[config.mk]
export PLATFORM = sky130hd
export DESIGN_NAME = reg_dump_reader
export DESIGN_NICKNAME = d
export VERILOG_FILES = /design/src/rtl/reg_dump_pkg.sv /design/src/rtl/reg_dump_out_stage.sv /design/src/rtl/reg_dump_reader.sv
export SDC_FILE = /design/constraint.sdc
export NUM_CORES = 1
export LEC_CHECK = 0
export ABC_AREA = 1
export BUFFER_PORTS_ARGS = -buffer_cell sky130_fd_sc_hd__buf_2
export CELL_PAD_IN_SITES_DETAIL_PLACEMENT = 0
export CELL_PAD_IN_SITES_GLOBAL_PLACEMENT = 2
export CORE_ASPECT_RATIO = 1.2
export CORE_MARGIN = 3
export CORE_UTILIZATION = 27
export CTS_BUF_LIST = sky130_fd_sc_hd__clkbuf_16
export CTS_CLUSTER_SIZE = 28
export DETAILED_ROUTE_END_ITERATION = 10
export PLACE_DENSITY = 0.89
export SLEW_MARGIN = 20
export SYNTH_ARGS = -nofsm -noshare
export SYNTH_HDL_FRONTEND = slang
export SYNTH_SLANG_ARGS = --single-unit
[constraint.sdc]
create_clock -name clk -period 2.35 [get_ports clk]
set_clock_uncertainty 0.2 [all_clocks]
set_input_delay 0.47 -clock clk [delete_from_list [all_inputs] [get_ports clk]]
set_output_delay 0.47 -clock clk [all_outputs]
set_load 0.005 [all_outputs]
[src/rtl/reg_dump_pkg.sv]
// Shared definitions for the register-dump reader: default geometry, FSM encoding
// and beat field widths. Checksum beat is enabled by defining REG_DUMP_CHECKSUM_EN.
package reg_dump_pkg;

  localparam int NUM_REGS_DEF = 32;
  localparam int ADDR_W_DEF   = 5;
  localparam int DATA_W_DEF   = 32;

  localparam logic [2:0] ST_IDLE  = 3'd0;
  localparam logic [2:0] ST_FETCH = 3'd1;
  localparam logic [2:0] ST_SEND  = 3'd2;
  localparam logic [2:0] ST_CSUM  = 3'd3;
  localparam logic [2:0] ST_DONE  = 3'd4;

  typedef enum logic [2:0] {
    S_IDLE  = ST_IDLE,
    S_FETCH = ST_FETCH,
    S_SEND  = ST_SEND,
    S_CSUM  = ST_CSUM,
    S_DONE  = ST_DONE
  } state_t;

  // A beat carries index, data and the csum/last flags.
  localparam int BEAT_FLAGS_W = 2;
  localparam int BEAT_W       = ADDR_W_DEF + DATA_W_DEF + BEAT_FLAGS_W;

endpackage

[src/rtl/reg_dump_out_stage.sv]
// One-entry output holding register for the dump stream: loads a beat, holds it
// while the consumer stalls, and drops valid/last/csum on accept or abort.
module reg_dump_out_stage
  import reg_dump_pkg::*;
#(
  parameter int ADDR_W = ADDR_W_DEF,
  parameter int DATA_W = DATA_W_DEF
) (
  input  logic              clk,
  input  logic              rst_n,
  input  logic              load,
  input  logic              clear,
  input  logic [ADDR_W-1:0] load_index,
  input  logic [DATA_W-1:0] load_data,
  input  logic              load_csum,
  input  logic              load_last,
  input  logic              out_ready,
  output logic              out_valid,
  output logic [ADDR_W-1:0] out_index,
  output logic [DATA_W-1:0] out_data,
  output logic              out_csum,
  output logic              out_last,
  output logic              accept
);

  assign accept = out_valid & out_ready;

  always_ff @(posedge clk or negedge rst_n) begin
    if (!rst_n) begin
      out_valid <= 1'b0;
      out_index <= '0;
      out_data  <= '0;
      out_csum  <= 1'b0;
      out_last  <= 1'b0;
    end else if (clear) begin
      out_valid <= 1'b0;
      out_csum  <= 1'b0;
      out_last  <= 1'b0;
    end else if (load) begin
      out_valid <= 1'b1;
      out_index <= load_index;
      out_data  <= load_data;
      out_csum  <= load_csum;
      out_last  <= load_last;
    end else if (accept) begin
      // index/data are left in place; only the qualifiers drop
      out_valid <= 1'b0;
      out_csum  <= 1'b0;
      out_last  <= 1'b0;
    end
  end

endmodule

[src/rtl/reg_dump_reader.sv]
// Debug read-out engine: walks every register-file index and streams (index, data)
// over valid/ready. Define REG_DUMP_CHECKSUM_EN to append an XOR checksum beat.
//
// state | meaning
// IDLE  | waiting for start, read address parked at 0
// FETCH | read address = idx, snapshot read data into the output stage
// SEND  | beat held on out_* until accepted
// CSUM  | checksum beat loaded then held until accepted
// DONE  | one-cycle done pulse, back to IDLE
module reg_dump_reader
  import reg_dump_pkg::*;
#(
  parameter int NUM_REGS = NUM_REGS_DEF,
  parameter int ADDR_W   = ADDR_W_DEF,
  parameter int DATA_W   = DATA_W_DEF
) (
  input  logic              clk,
  input  logic              rst_n,
  input  logic              start,
  input  logic              abort,
  output logic [ADDR_W-1:0] rd_addr,
  input  logic [DATA_W-1:0] rd_data,
  output logic              out_valid,
  input  logic              out_ready,
  output logic [ADDR_W-1:0] out_index,
  output logic [DATA_W-1:0] out_data,
  output logic              out_csum,
  output logic              out_last,
  output logic              busy,
  output logic              done
);

  localparam logic [ADDR_W-1:0] LAST_IDX = ADDR_W'(NUM_REGS - 1);

  state_t            state, state_d;
  logic [ADDR_W-1:0] idx, idx_d;
  logic              ld, clr, accept;
  logic [ADDR_W-1:0] ld_index;
  logic [DATA_W-1:0] ld_data;
  logic              ld_csum, ld_last;

`ifdef REG_DUMP_CHECKSUM_EN
  logic [DATA_W-1:0] csum, csum_d;

  always_ff @(posedge clk or negedge rst_n) begin
    if (!rst_n) csum <= '0;
    else        csum <= csum_d;
  end
`endif

  always_ff @(posedge clk or negedge rst_n) begin
    if (!rst_n) begin
      state <= S_IDLE;
      idx   <= '0;
    end else begin
      state <= state_d;
      idx   <= idx_d;
    end
  end

  always_comb begin
    state_d  = state;
    idx_d    = idx;
    ld       = 1'b0;
    clr      = 1'b0;
    ld_index = idx;
    ld_data  = rd_data;
    ld_csum  = 1'b0;
    ld_last  = 1'b0;
`ifdef REG_DUMP_CHECKSUM_EN
    csum_d   = csum;
`endif
    // abort beats any accept on the same edge, so no done pulse can follow it
    if (abort && state != S_IDLE) begin
      clr     = 1'b1;
      idx_d   = '0;
      state_d = S_IDLE;
    end else begin
      case (state)
        S_IDLE: begin
          if (start && !abort) begin
            idx_d   = '0;
`ifdef REG_DUMP_CHECKSUM_EN
            csum_d  = '0;
`endif
            state_d = S_FETCH;
          end
        end
        S_FETCH: begin
          ld      = 1'b1;
`ifdef REG_DUMP_CHECKSUM_EN
          csum_d  = csum ^ rd_data;
`else
          ld_last = (idx == LAST_IDX);
`endif
          state_d = S_SEND;
        end
        S_SEND: begin
          if (accept) begin
            if (idx == LAST_IDX) begin
`ifdef REG_DUMP_CHECKSUM_EN
              state_d = S_CSUM;
`else
              state_d = S_DONE;
`endif
            end else begin
              idx_d   = idx + ADDR_W'(1);
              state_d = S_FETCH;
            end
          end
        end
`ifdef REG_DUMP_CHECKSUM_EN
        S_CSUM: begin
          if (!out_valid) begin
            ld       = 1'b1;
            ld_index = '0;
            ld_data  = csum;
            ld_csum  = 1'b1;
            ld_last  = 1'b1;
          end else if (accept) begin
            state_d = S_DONE;
          end
        end
`endif
        S_DONE: begin
          idx_d   = '0;
          state_d = S_IDLE;
        end
        default: state_d = S_IDLE;
      endcase
    end
  end

  // Address depends only on registered state, never on out_ready.
  assign rd_addr = (state == S_FETCH) ? idx : '0;
  assign busy    = (state != S_IDLE);
  assign done    = (state == S_DONE);

  reg_dump_out_stage #(
    .ADDR_W (ADDR_W),
    .DATA_W (DATA_W)
  ) u_out_stage (
    .clk        (clk),
    .rst_n      (rst_n),
    .load       (ld),
    .clear      (clr),
    .load_index (ld_index),
    .load_data  (ld_data),
    .load_csum  (ld_csum),
    .load_last  (ld_last),
    .out_ready  (out_ready),
    .out_valid  (out_valid),
    .out_index  (out_index),
    .out_data   (out_data),
    .out_csum   (out_csum),
    .out_last   (out_last),
    .accept     (accept)
  );

endmodule

After elaboration in Yosys (flattened, before gate mapping)
Index checks and enable logic that the tools add are counted.
W data, S select, Z words.
{ "totals": {"output_inout_bits": 47, "register_bits": 48, "word_cells": 50, "in_bits": 37} }
{ "op_classes": {"n_reduce_logical": 10, "bitwise_logic": 2, "add_sub_neg": 1, "mux": 23, "n_eq_ne": 7} }
{ "ops": {"columns": ["op", "n"], "rows": [
  ["$mux W5", 5],
  ["$pmux W5 S3", 1],
  ["$mux W1", 12],
  ["$mux W3", 4],
  ["$ne A3 B3 Y1 const B", 3],
  ["$pmux W3 S3", 1],
  ["$reduce_bool A3 Y1", 2],
  ["$add A5 B1 Y5 const B", 1],
  ["$eq A5 B5 Y1 const B", 1],
  ["$reduce_and A2 Y1", 2],
  ["$reduce_and A4 Y1", 1],
  ["$reduce_bool A4 Y1", 1],
  ["$eq A3 B1 Y1 const B", 1],
  ["$eq A3 B2 Y1 const B", 1],
  ["$eq A3 B3 Y1 const B", 1],
  ["$logic_not A3 Y1", 1],
  ["$logic_and A1 B1 Y1", 2],
  ["$and A1 B1 Y1", 1],
  ["$logic_not A1 Y1", 1],
  ["$not A1 Y1", 1]
]} }

Longest topological paths before layout
{ "depth": {"word_depth": 5, "mapped_depth": 9, "ltp_nobuf": 9} }

Modules after synthesis
A second synthesis with hierarchy kept.
{ "hier_totals": {"hier_cells": 254, "hier_area_um2": 2114.5} }
{ "by_module_without_submodules": {"columns": ["module", "n_inst", "area_per_inst_um2", "cells_per_inst"], "rows": [
  ["reg_dump_out_stage", 1, 1559.0, 174],
  ["reg_dump_reader", 1, 555.5, 80]
]} }

Worst setup path before layout
Ideal clock, no wire load.
{ "synth_path": {"path_type": "register to register", "startpoint": "reg idx[0]", "endpoint": "reg idx[0]", "setup_slack_ns": 0.726, "path_buffers": 0, "t_arrival_ns": 1.359, "path_stages_with_launch": 10, "cell_sequence": "dfrtp_1 -> ha_1 -> nand2_1 -> nor2_1 -> ha_1 -> nand4_1 -> nand2_2 -> nor2_4 -> nand2_1 -> nand2_1"} }
{ "synth_via": {"elab_chain_cells": 5, "word_cells_on_any_way": 8, "cone_classes": "add/sub (1); eq/ne (2); mux (4); reduce/logical (1)"} }
{ "synth_lines": {"columns": ["element", "line_no", "rtl"], "rows": [
  ["from (decl)", "reg_dump_reader.sv:36", "logic [ADDR_W-1:0] idx, idx_d;"],
  ["from (signal assigned)", "reg_dump_reader.sv:57", "idx <= idx_d;"],
  ["$add A5 B1 Y5", "reg_dump_reader.sv:107", "idx_d = idx + ADDR_W'(1);"],
  ["$mux W5", "reg_dump_reader.sv:100", "if (idx == LAST_IDX) begin"],
  ["$mux W5", "reg_dump_reader.sv:99", "if (accept) begin"],
  ["$pmux W5 S3", "reg_dump_reader.sv:79", "case (state)"],
  ["$mux W5", "reg_dump_reader.sv:74", "if (abort && state != S_IDLE) begin"]
]} }
Several ways; a longest one is shown, not always the timed one. The select of a mux whose other input is x is not followed.
A chain may end at the register's enable or synchronous reset.

Worst setup path in the final report
{ "layout_path": {"startpoint": "reg state[2]", "endpoint": "out rd_addr[0]"} }
{ "layout_via": {"elab_chain_cells": 2} }
{ "layout_lines": {"columns": ["element", "line_no", "rtl"], "rows": [
  ["from (decl)", "reg_dump_reader.sv:35", "state_t state, state_d;"],
  ["from (signal assigned)", "reg_dump_reader.sv:56", "state <= state_d;"],
  ["$eq A3 B1 Y1", "reg_dump_reader.sv:135", "assign rd_addr = (state == S_FETCH) ? idx : '0;"],
  ["$mux W5", "reg_dump_reader.sv:135", null],
  ["to (decl)", "reg_dump_reader.sv:21", "output logic [ADDR_W-1:0] rd_addr,"]
]} }
Every way passes these cells.

==> flow_metrics.env <==
export IMPL_internal_power_uw=1920
export IMPL_core_region_area_mm2=0.00740
export IMPL_post_place_cells=401
export IMPL_max_cap_viol_count=0
export IMPL_drive_gt1_share_pct=37.0
export IMPL_startpoint="state[2]"
export IMPL_hold_buffers=1
export IMPL_reg2reg_from="state[2]"
export IMPL_fin_cells=409
export IMPL_period_needed_ns=2.01
export IMPL_wl_per_cell_um=11.1
export IMPL_cpPeakStageDelay_ns=0.40
export IMPL_slew_viol_final=0
export IMPL_antenna_found_initial=0
export IMPL_clkPwrFrac_pct=22.4
export IMPL_placed_area_mm2=0.00259
export IMPL_crit_chain="inv_1 -> nand3_1 -> nor2_1 -> buf_2"
export IMPL_grt_total_usage_pct=10.6
export IMPL_fin_ws_ns=0.337
export IMPL_min_delay_start="rd_data[3]"
export IMPL_grt_pass1_vias=1633
export IMPL_max_freq_mhz=497
export IMPL_rsz0062_at_grt="false"
export IMPL_dp_worst_setup_slack_ns=0.455
export IMPL_cts_root_buffer="clkbuf_16"
export IMPL_hold_path_class="input pin to flip-flop"
export IMPL_clkSlewWorstSetupHoldPaths_ns=0.06
export IMPL_end_kind="output port"
export IMPL_synthCells=235
export IMPL_cts_resized_gates=0
export IMPL_cp_arrival_ns=1.34
export IMPL_fp_dieH_um=103
export IMPL_ys_types=24
export IMPL_final_cell_area_mm2=0.00273
export IMPL_netSwitchingPower_uw=1020
export IMPL_crit_required_ns=1.68
export IMPL_p_leak_uw=0.00154
export IMPL_initial_core_util_pct=28.4
export IMPL_cts_tree="yes"
export IMPL_drcViolationCount=0
export IMPL_cts_setup_buffers=0
export IMPL_cts_num_sinks=47
export IMPL_rows=34
export IMPL_ys_seq_area_share_pct=55.9
export IMPL_synth_top_area_share_pct=55.9
export IMPL_port_buffers=82
export IMPL_startpoint_type="flip-flop"
export IMPL_synth_area_leaders="dfrtp_1 56%, nand2_1 8.2%, inv_1 7.9%"
export IMPL_clk_latency_ns=0.28
export IMPL_routed_wl_um=4560
export IMPL_fin_util_pct=36.9
export IMPL_critPathKind="flip-flop to output port"
export IMPL_die_width_um=86.6
export IMPL_grt_first_pass_wirelength_um=7430
export IMPL_finalCritPeriodShare_pct=85.7
export IMPL_drt_iter0_drc=68
export IMPL_diodes=0
export IMPL_pwr_share_comb_pct=34.1
export IMPL_firstDrtPassIters=4
export IMPL_finalSetupViolCount=0
export IMPL_cts_buffer_depth=2
export IMPL_final_cell_mix="82 x buf_2, 47 x dfrtp_1, 46 x nand2_1"
export IMPL_swShare_pct=34.6
export IMPL_crit_fanout=6
export IMPL_grt_max_degree=78
export IMPL_synth_top_area_cell="dfrtp_1"
export IMPL_max_slew_margin_pct=44.8
export IMPL_power_density_mw_per_mm2=1080
export IMPL_io_pins=84
export IMPL_yosysWarnings=0
export IMPL_outcome="complete, no violations"
export IMPL_hold_viol_final=0
export IMPL_cts_htree_levels=2
export IMPL_ant_nets=0
export IMPL_seq_power_share_pct=43.5
export IMPL_syn_to_final_growth_pct=29.8
export IMPL_vias=1714
export IMPL_synth_seq_cells=47
export IMPL_syn_area_per_cell_um2=8.95
export IMPL_worst_slew_pin_slew_ns=0.827
export IMPL_netlist_area_mm2=0.00210
export IMPL_peakVddDrop_mv=0.723
export IMPL_gp_congestion=0.823
export IMPL_layout_commonest_cell="buf_2"
export IMPL_gr_total_overflow=0
export IMPL_nets=358
export IMPL_syn_num_nets=274
export IMPL_cts_buffers=5
export IMPL_viasPerCell=4.19
export IMPL_dieArea_mm2=0.00889
export IMPL_place_hpwl_um=3400
export IMPL_finalSetupTns_ns=0
export IMPL_crit_path_top_delay_cell="dfrtp_1"
metrics by stage:
stage	hold WS (ns)	total power, µW
after global placement	0.269	2300
after floorplan	-0.0256	1890
after CTS	0.219	3000
after detailed placement	0.262	2320
after global routing	0.222	3190
final	0.225	2940
kinds of logic (layout without fill, tap and decap cells):
| family | count (synthesis) | after routing | synth area share [%] |
|---|---|---|---|
| and+or+nand+nor | 83 | 83 | 17.7 |
| buffers and inverters | 55 | 139 | 11.6 |
| DFF | 47 | 47 | 55.9 |
| AOI/OAI and AO/OA | 45 | 45 | 12.6 |
| adders and majority gates | 2 | 2 | 1.19 |
| xor gates and xnor gates | 2 | 2 | 0.833 |
| other | 1 | 1 | 0.178 |
layer usage:
metal / part of all wire (%) / vias up / global-route usage (%)
met5: 0 / - / 0
met4: 1.2 / 0 / 3.24
met2: 45 / 64 / 16.8
met3: 7.8 / 5 / 3.12
met1: 46 / 761 / 14.0
li1: - / 884 / -
path summary, 6_finish.rpt:
check | endpoint | slack, ns | cells after the start
max | rd_addr[0] | 0.34 | 4
min | u_out_stage.out_data[3] | 0.23 | 3
max reg2reg | u_out_stage.out_data[11] | 0.55 | 5
min reg2reg | u_out_stage.out_data[18] | 0.28 | 2
max in group asynchronous | u_out_stage.out_data[30] | 0.86 | 3
min in group asynchronous | idx[2] | 0.48 | 2
flip-flops by register name (all words and copies together), names as in the netlist:
| name | count |
|---|---|
| state | 3 |
| u_out_stage.out_last | 1 |
| u_out_stage.out_index | 5 |
| idx | 5 |
| u_out_stage.out_valid | 1 |
| u_out_stage.out_data | 32 |
critical path: cells and delay by family, from the launching register on:
| family | cells | cell delay, ns |
|---|---|---|
| buffers and inverters | 2 | 0.30 |
| flip-flops | 1 | 0.40 |
| AND/OR/NAND/NOR | 2 | 0.37 |
layout make-up:
type	instances	area, µm²
fillers	803	4670
inverters	46	173
clock inverters	2	8.76
flip-flops and latches	47	1180
well taps	90	113
repair buffers	86	443
multi-input cells	133	692
clock buffers	5	125
power by group through the flow:
stage | Sequential, µW | Clock (µW) | Combinational (µW)
5_1_grt | 1320 | 727 | 1150
2_1_floorplan | 1310 | 0 | 587
3_5_place_dp | 1300 | 0 | 1030
6_report | 1280 | 657 | 1000
3_3_place_gp | 1290 | 0 | 1010
4_1_cts | 1280 | 687 | 1030
synthesized netlist by cell type, drive strengths merged:
| cell | instances |
|---|---|
| nand2 | 58 |
| dfrtp | 47 |
| inv | 46 |
| o21ai | 43 |
| nor2 | 16 |
| buf | 9 |
| nand3 | 5 |
| nand4 | 3 |
| ha | 2 |
| a21oi | 1 |
| conb | 1 |
| nor3 | 1 |
| o22ai | 1 |
| xnor2 | 1 |
| xor2 | 1 |
(Power assumes the default switching activity.)
